<file path="src/rtl/id_ex_operand_stage.sv">
// ID/EX pipeline register feeding the 16-bit ALU: operand forwarding, load-use bubbles, registered EX outputs.
// Optional bubble counter output is compiled in with `define ID_EX_BUBBLE_CNT_EN.
module id_ex_operand_stage #(
   parameter int DW = 16,
   parameter int RW = 4
) (
   input  logic          clk,
   input  logic          rst,
   input  logic          stall,
   input  logic          flush,
   input  logic          id_valid,
   input  logic [1:0]    id_aluop,
   input  logic [RW-1:0] id_rs1,
   input  logic [RW-1:0] id_rs2,
   input  logic [RW-1:0] id_rd,
   input  logic [DW-1:0] id_rd1,
   input  logic [DW-1:0] id_rd2,
   input  logic [DW-1:0] id_imm,
   input  logic          id_use_imm,
   input  logic          id_regwrite,
   input  logic          id_memread,
   input  logic          id_memwrite,
   input  logic [DW-1:0] ex_result,
   input  logic          mem_regwrite,
   input  logic [RW-1:0] mem_rd,
   input  logic [DW-1:0] mem_result,
   output logic          load_use_stall,
`ifdef ID_EX_BUBBLE_CNT_EN
   output logic [15:0]   bubble_cnt,
`endif
   output logic          ex_valid,
   output logic [1:0]    ALUop,
   output logic [DW-1:0] srcA,
   output logic [DW-1:0] srcB,
   output logic [RW-1:0] ex_rd,
   output logic          ex_regwrite,
   output logic          ex_memread,
   output logic          ex_memwrite,
   output logic [DW-1:0] ex_store_data
);

   localparam logic [1:0] OP_NEG = 2'b11;

   logic          ex_fwd_ok;
   logic [DW-1:0] fwd_rs1;
   logic [DW-1:0] fwd_rs2;
   logic [DW-1:0] src_b_nxt;
   logic          bubble;

   // A load in EX has no result yet, so it must never be a forwarding source.
   assign ex_fwd_ok = ex_valid & ex_regwrite & ~ex_memread;

   function automatic logic [DW-1:0] fwd(input logic [RW-1:0] rs,
                                         input logic [DW-1:0] rf_data);
      if (rs == '0)
         return '0;
      else if (ex_fwd_ok && ex_rd == rs)
         return ex_result;
      else if (mem_regwrite && mem_rd == rs)
         return mem_result;
      else
         return rf_data;
   endfunction

   // NOTE: every always_comb output gets a default on all paths, otherwise a latch is inferred.
   always_comb begin
      fwd_rs1   = fwd(id_rs1, id_rd1);
      fwd_rs2   = fwd(id_rs2, id_rd2);
      src_b_nxt = id_use_imm ? id_imm : fwd_rs2;
      if (id_aluop == OP_NEG)
         src_b_nxt = '0;
   end

   // Evaluated from the EX registers even while frozen, so a hazard survives a stall.
   assign load_use_stall = ex_valid & ex_memread & id_valid & ~flush & (ex_rd != '0) &
                           ((ex_rd == id_rs1) | ((ex_rd == id_rs2) & ~id_use_imm));

   assign bubble = flush | load_use_stall;

   // NOTE: sequential state uses non-blocking assignments so all registers update together.
   always_ff @(posedge clk) begin
      if (rst) begin
         ex_valid      <= 1'b0;
         ALUop         <= 2'b00;
         srcA          <= '0;
         srcB          <= '0;
         ex_rd         <= '0;
         ex_regwrite   <= 1'b0;
         ex_memread    <= 1'b0;
         ex_memwrite   <= 1'b0;
         ex_store_data <= '0;
      end else if (!stall) begin
         // Datapath always loads; a bubble is defined purely by the cleared valid/control bits.
         ALUop         <= id_aluop;
         srcA          <= fwd_rs1;
         srcB          <= src_b_nxt;
         ex_rd         <= id_rd;
         ex_store_data <= fwd_rs2;
         if (bubble) begin
            ex_valid    <= 1'b0;
            ex_regwrite <= 1'b0;
            ex_memread  <= 1'b0;
            ex_memwrite <= 1'b0;
         end else begin
            ex_valid    <= id_valid;
            ex_regwrite <= id_regwrite & id_valid;
            ex_memread  <= id_memread & id_valid;
            ex_memwrite <= id_memwrite & id_valid;
         end
      end
   end

`ifdef ID_EX_BUBBLE_CNT_EN
   always_ff @(posedge clk) begin
      if (rst)
         bubble_cnt <= '0;
      else if (!stall && bubble && bubble_cnt != 16'hFFFF)
         bubble_cnt <= bubble_cnt + 16'd1;
   end
`endif

endmodule
</file>
<file path="config.mk">
export PLATFORM = sky130hd
export DESIGN_NAME = id_ex_operand_stage
export DESIGN_NICKNAME = d
export VERILOG_FILES = /design/src/rtl/id_ex_operand_stage.sv
export SDC_FILE = /design/constraint.sdc
export NUM_CORES = 1
export LEC_CHECK = 0
export BUFFER_PORTS_ARGS = -buffer_cell sky130_fd_sc_hd__buf_2
export CAP_MARGIN = 20
export CORE_UTILIZATION = 45
export CTS_CLUSTER_DIAMETER = 60
export DETAILED_ROUTE_END_ITERATION = 7
export PLACE_DENSITY_LB_ADDON = 0.2
export SETUP_SLACK_MARGIN = 0.1
export SLEW_MARGIN = 20
export SYNTH_ARGS = -nofsm -noshare
export SYNTH_HDL_FRONTEND = slang
export SYNTH_SLANG_ARGS = --single-unit
</file>
<file path="constraint.sdc">
create_clock -name clk -period 2.1 [get_ports clk]
set_input_delay 0.105 -clock clk [delete_from_list [all_inputs] [get_ports clk]]
set_output_delay 0.105 -clock clk [all_outputs]
set_load 0.02 [all_outputs]
</file>
==> flow_metrics.py, run 1 <==
metrics = {
    "yosys": {
        "avgSynthCellArea_um2": 9.01,
        "ys_warn_count": 0,
        "synth_area_um2": 2990,
        "synthCells": 332,
        "postSynthNetCount": 440,
        "seq_area_frac_synth": 0.388,
        "ys_top_cells_by_area": "dfxtp_1 39%, o31ai_1 8.0%, a221oi_1 6.4%",
        "synth_top_area_cell": "dfxtp_1",
        "ys_types": 31,
        "ys_seq_elements": 58,
        "synth-main-ff-cell": "dfxtp_1",
        "async_flop_share": 0,
        "synth_edf_count": 0,
        "synth_top_area_share": 0.388,
    },
    "clock_network": {
        "cts_resized": 0,
        "cts.clk_slew.worst_paths_ps": 70,
        "clkSinkCount": 58,
        "cts_root_buffer": "clkbuf_8",
        "numCtsBuffers": 9,
        "cts_setup_buffers": 0,
        "cts.path.max_buffers": 2,
        "h-tree-depth": 3,
        "clk_latency_ps": 340,
        "cts_tree": "built",
    },
    "worst_setup_path": {
        "cp_slowest_cell": "dfxtp_1",
        "critPathCaptureType": "output port",
        "r2r_setup_slack_ps": 340,
        "criticalPathCategory": "flop to output port",
        "worstSetupEndpoint": "load_use_stall",
        "r2r_start": "ex_rd[2]",
        "cp.required_ps": 2000,
        "crit_buf_inv": 1,
        "path_max_fanout": 5,
        "cp_cell_sequence": "xnor2_1 -> nand4_2 -> o21ai_0 -> and2_1 -> buf_2",
        "r2r-end": "srcB[12]",
        "crit_family": "flip-flops",
        "cp.depth": 5,
        "crit_path_start": "ex_rd[2]",
        "r2r_cells": 6,
        "critical-path-max-stage-delay_ps": 440,
        "start_kind": "flop",
        "crit_arrival_ps": 1750,
    },
    "die": {
        "core_area_um2": 6390,
        "dieWidth_um": 83.5,
        "start_util": 0.468,
        "io_pins": 167,
        "die_area_um2": 6980,
        "num_rows": 29,
        "die_h_um": 83.5,
    },
    "global_routing": {
        "grt_usage": 0.294,
        "grt_max_degree": 34,
        "gr-total-overflow": 0,
        "antenna_found_initial": 0,
        "grt_pass1_wl_um": 16200,
        "grt_pass1_vias": 3335,
    },
    "final_layout": {
        "nets": 617,
        "syn_to_final_growth_pct": 40.8,
        "regArea_um2": 1160,
        "layout-drive-gt1-share": 0.420,
        "fillers": 563,
        "diodes": 0,
        "multi_input_area_um2": 1740,
    },
    "sta": {
        "rsz0062_at_grt": "false",
        "holdWs_ps": 3.16,
        "hold_violations": 0,
        "fin_crit_ps": 1850,
        "fin_skew_ps": 11.5,
        "finalCritPeriodShare": 0.882,
        "finalSetupViolCount": 0,
        "worst_slew_pin_slew_ps": 995,
        "fin_tns_setup_ps": 0,
        "fmax_mhz": 540,
        "maxSlewViolCount": 0,
        "max_slew_margin": 0.333,
    },
    "run": {
        "cap_violations": 0,
    },
    "place": {
        "gp_congestion": 0.874,
        "dp_hpwl_um": 7330,
        "io_buffers": 166,
    },
    "detailed_routing": {
        "drt-total-wl_um": 10200,
        "firstDrtPassIters": 5,
        "postRouteAntennaNets": 0,
        "wire_per_inst_um": 17.2,
        "dr_total_vias": 3370,
        "drt_iter0_markers": 234,
        "via_per_inst": 5.70,
        "drc_errors": 0,
    },
    "status": {
        "status": "completed",
    },
    "power": {
        "power.density_nw_per_um2": 646,
        "clockPowerShare": 0.338,
        "switching_share": 0.310,
        "vdd_ir_drop_max_uv": 391,
        "leakage_nw": 1.85,
        "p_switching_mw": 0.842,
        "p_comb_frac": 0.217,
        "p_seq_frac": 0.445,
        "p_int_mw": 1.88,
    },
    "hold_path": {
        "hold_path_class": "input pin to flop",
        "holdPathStages": 3,
    },
}
-- cell usage after synthesis, types with 2 or more instances --
cell / instances
dfxtp_1: 58
nand2_1: 35
o31ai_1: 32
a221oi_1: 22
nor3_1: 19
o21ai_1: 19
and2_1: 17
clkbuf_1: 17
a22oi_1: 16
nand2b_1: 16
o21ai_0: 14
a221oi_2: 10
nor2_1: 9
xnor2_1: 8
xor2_1: 8
mux2i_1: 6
buf_2: 4
a22o_1: 3
nor4_1: 3
a21oi_1: 2
buf_4: 2
nand4_2: 2
nor4_4: 2
-- worst reg2reg max path, stage by stage (launching register included) --
cell,delay [ps]
dfxtp_1,440
xnor2_1,170
nand4_2,170
nor2_2,350
buf_4,240
a221oi_2,60
o31ai_1,260
-- metrics by stage --
| step | util | std cells | setup WS (ps) | power (mW) | area [µm²] |
|---|---|---|---|---|---|
| 5_1_grt | 0.659 | 591 | 122 | 2.84 | 4210 |
| 3_5_place_dp | 0.615 | 564 | 322 | 1.80 | 3930 |
| 4_1_cts | 0.659 | 591 | 255 | 2.72 | 4210 |
| 2_1_floorplan | - | 332 | 316 | 1.55 | 2990 |
| 6_report | 0.659 | 591 | 249 | 2.72 | 4210 |
| 3_3_place_gp | 0.615 | 564 | 425 | 1.79 | 3930 |
-- power groups by stage --
stage | combinational, mW | sequential, mW | clock, mW
after floorplan | 0.234 | 1.32 | 0
after global placement | 0.563 | 1.23 | 0
after detailed placement | 0.571 | 1.23 | 0
after CTS | 0.590 | 1.21 | 0.923
after global routing | 0.637 | 1.22 | 0.985
final | 0.591 | 1.21 | 0.918
-- how the worst min path moves through the flow --
stage                start           to  slack [ps]
6_report         id_imm[5]      srcB[5]           3
3_3_place_gp   id_regwrite  ex_regwrite         320
2_1_floorplan   id_memread   ex_memread         230
4_1_cts          id_imm[5]      srcB[5]         0.4
5_1_grt         id_imm[12]     srcB[12]           6
3_5_place_dp    id_memread   ex_memread         330
-- cells by family after synthesis --
family | share of synthesized area
XOR/XNOR | 0.0469
AO/OA/AOI/OAI | 0.310
flip-flops | 0.388
multiplexers | 0.0201
AND/OR/NAND/NOR | 0.198
buffers and inverters | 0.0368
-- cell type report --
type / instances / area share
Clock inverter: 5 / 0.00713
Clock buffer: 11 / 0.0336
Timing Repair Buffer: 190 / 0.247
Sequential cell: 58 / 0.276
Tap cell: 77 / 0.0229
Multi-Input combinational cell: 250 / 0.414
-- state kept, by name (all words and copies together) (netlist names) --
| signal | count |
|---|---|
| ex_memwrite | 1 |
| ex_store_data | 16 |
| srcB | 16 |
| ex_rd | 4 |
| ex_memread | 1 |
| ex_valid | 1 |
| srcA | 16 |
| ALUop | 2 |
| ex_regwrite | 1 |
-- what timing repair did --
item | in CTS | in global routing
hold buffers | 11 | 0
hold endpoints to repair | 11 | 0
endpoints found under the setup margin | 0 | 0
-- placed cells by master (no fill, tap or decap), types with 2 or more instances in the layout --
cell           Yosys  final
buf_4              2     13
nor4_4             2      2
o21ai_0           14     14
nor4_1             3      3
xnor2_1            8      8
mux2i_1            6      6
o31ai_1           32     32
nand2b_1          16     16
dlygate4sd3_1      0     11
nor3_1            19     17
a221oi_1          22     22
clkinv_2           0      3
a22oi_1           16     16
clkbuf_8           0     10
nand4_2            2      2
nand2_1           35     35
nor3_2             0      2
a22o_1             3      3
dfxtp_1           58     58
buf_2              4    166
o21ai_1           19     19
and2_1            17     17
a221oi_2          10     10
xor2_1             8      8
nor2_1             9      8
clkinvlp_4         0      2
-- metal layers --
layer | track usage | up-vias | share of wire
li1 | - | 1621 | -
met1 | 0.372 | 1560 | 0.42
met2 | 0.486 | 171 | 0.49
met3 | 0.0742 | 18 | 0.080
met4 | 0.105 | 0 | 0.017
met5 | 0 | - | 0
Power figures use the tool's default switching activity.
==> run 2: changes to the inputs <==
CTS_BUF_LIST = sky130_fd_sc_hd__clkbuf_8   (was unset)
==> run 2 against run 1 <==
- first-iteration DRC count rose by 5.6%
- sequential power barely moved
- largest cell class unchanged
- worst setup slack barely moved
- register-to-register slack got worse by 20 ps
- combinational power barely moved
- via count fell by 0.56%
- critical endpoint unchanged
==> flow_metrics.py, run 2 (same netlist as run 1, synthesis figures left out) <==
metrics = {
    "clock_network": {
        "cts.path.max_buffers": 2,
        "clkSinkCount": 58,
        "cts_resized": 0,
        "cts_root_buffer": "clkbuf_8",
        "cts.clk_slew.worst_paths_ps": 70,
        "h-tree-depth": 3,
        "numCtsBuffers": 9,
        "clk_latency_ps": 340,
        "cts_tree": "built",
    },
    "global_routing": {
        "grt_max_degree": 34,
        "antenna_found_initial": 0,
        "grt_pass1_wl_um": 16200,
        "grt_usage": 0.294,
        "gr-total-overflow": 0,
        "grt_pass1_vias": 3336,
    },
    "die": {
        "io_pins": 167,
        "core_area_um2": 6390,
        "die_h_um": 83.5,
        "die_area_um2": 6980,
        "num_rows": 29,
        "dieWidth_um": 83.5,
        "start_util": 0.468,
    },
    "worst_setup_path": {
        "worstSetupEndpoint": "load_use_stall",
        "crit_path_start": "ex_rd[2]",
        "r2r_cells": 6,
        "r2r_start": "ex_rd[2]",
        "criticalPathCategory": "flop to output port",
        "path_max_fanout": 5,
        "critical-path-max-stage-delay_ps": 440,
        "cp.required_ps": 2000,
        "r2r-end": "srcB[12]",
        "cp_slowest_cell": "dfxtp_1",
        "cp_cell_sequence": "xnor2_1 -> nand4_2 -> o21ai_0 -> and2_1 -> buf_2",
        "start_kind": "flop",
        "critPathCaptureType": "output port",
        "crit_arrival_ps": 1750,
        "r2r_setup_slack_ps": 320,
    },
    "final_layout": {
        "layout-drive-gt1-share": 0.420,
        "final_cell_mix": "166 x buf_2, 58 x dfxtp_1, 35 x nand2_1, 32 x o31ai_1, 22 x a221oi_1",
        "final_area_um2": 4210,
        "fillers": 563,
        "syn_to_final_growth_pct": 40.8,
        "final_common_cell": "buf_2",
        "multi_input_area_um2": 1740,
        "largest_registers": "ex_store_data (16), srcA (16), srcB (16)",
        "final_cells": 591,
        "regArea_um2": 1160,
        "nets": 617,
        "diodes": 0,
    },
    "power": {
        "vdd_ir_drop_max_uv": 391,
        "finalPower_mw": 2.71,
        "leakage_nw": 1.85,
        "power.density_nw_per_um2": 645,
    },
    "place": {
        "placedCellCount": 564,
        "io_buffers": 166,
        "gp_congestion": 0.874,
        "dp_hpwl_um": 7330,
        "placed_cell_area_um2": 3930,
    },
    "sta": {
        "fmax_mhz": 540,
        "max_slew_margin": 0.345,
        "rsz0062_at_grt": "false",
        "worst_slew_pin_slew_ps": 977,
        "fin_tns_setup_ps": 0,
        "hold_violations": 0,
        "maxSlewViolCount": 0,
        "fin_skew_ps": 11.8,
        "finalCritPeriodShare": 0.881,
        "fin_crit_ps": 1850,
        "finalSetupViolCount": 0,
    },
    "detailed_routing": {
        "drc_errors": 0,
        "drt_iter0_markers": 247,
        "firstDrtPassIters": 5,
        "postRouteAntennaNets": 0,
        "wire_per_inst_um": 17.2,
        "drt-total-wl_um": 10200,
        "dr_total_vias": 3351,
        "via_per_inst": 5.67,
    },
    "run": {
        "cap_violations": 0,
    },
    "hold_path": {
        "holdPathStages": 3,
        "min_from": "id_imm[5]",
        "hold_path_class": "input pin to flop",
    },
    "status": {
        "status": "completed",
    },
}
[run 2: report_power, final]
group	switching (mW)	total (mW)	internal (mW)
Sequential	0.0399	1.21	1.17
Clock	0.466	0.915	0.449
Combinational	0.338	0.590	0.252
[run 2: per-layer routing]
metal / routed length (µm) / track usage / share of wire
met5: 0 / 0 / 0
met4: 172 / 0.105 / 0.017
met3: 795 / 0.0742 / 0.078
met2: 4950 / 0.486 / 0.49
met1: 4250 / 0.373 / 0.42
[run 2: worst min-delay path by stage]
stage                        endpoint  slack (ps)
after floorplan            ex_memread         230
final                         srcB[5]           2
after detailed placement   ex_memread         330
after CTS                     srcB[5]         0.4
after global routing         srcB[12]           4
after global placement    ex_regwrite         320
[run 2: critical path: cells and delay by family, from the launching register on]
kind                      cells  cell delay, ps
and+or+nand+nor               2             350
xor gates and xnor gates      1             170
AOI/OAI and AO/OA             1             310
DFF                           1             440
buffers and inverters         1             160
[run 2: metrics by stage]
stage	hold slack, ps	setup WS (ps)	util
detailed placement	327	322	0.615
global route	4.18	122	0.659
finish	2.09	249	0.659
CTS	0.363	255	0.659
floorplan	231	316	-
global placement	316	425	0.615
[run 2: cell type report]
| type | count | share of cell area |
|---|---|---|
| Clock buffer | 10 | 0.0327 |
| Clock inverter | 6 | 0.00802 |
| Multi-Input combinational cell | 250 | 0.414 |
| Sequential cell | 58 | 0.276 |
| Tap cell | 77 | 0.0229 |
| Timing Repair Buffer | 190 | 0.247 |
[run 2: timing repair]
action / CTS / global route
hold endpoints to repair: 11 / 0
setup buffers: 0 / 0
hold buffers: 11 / 0
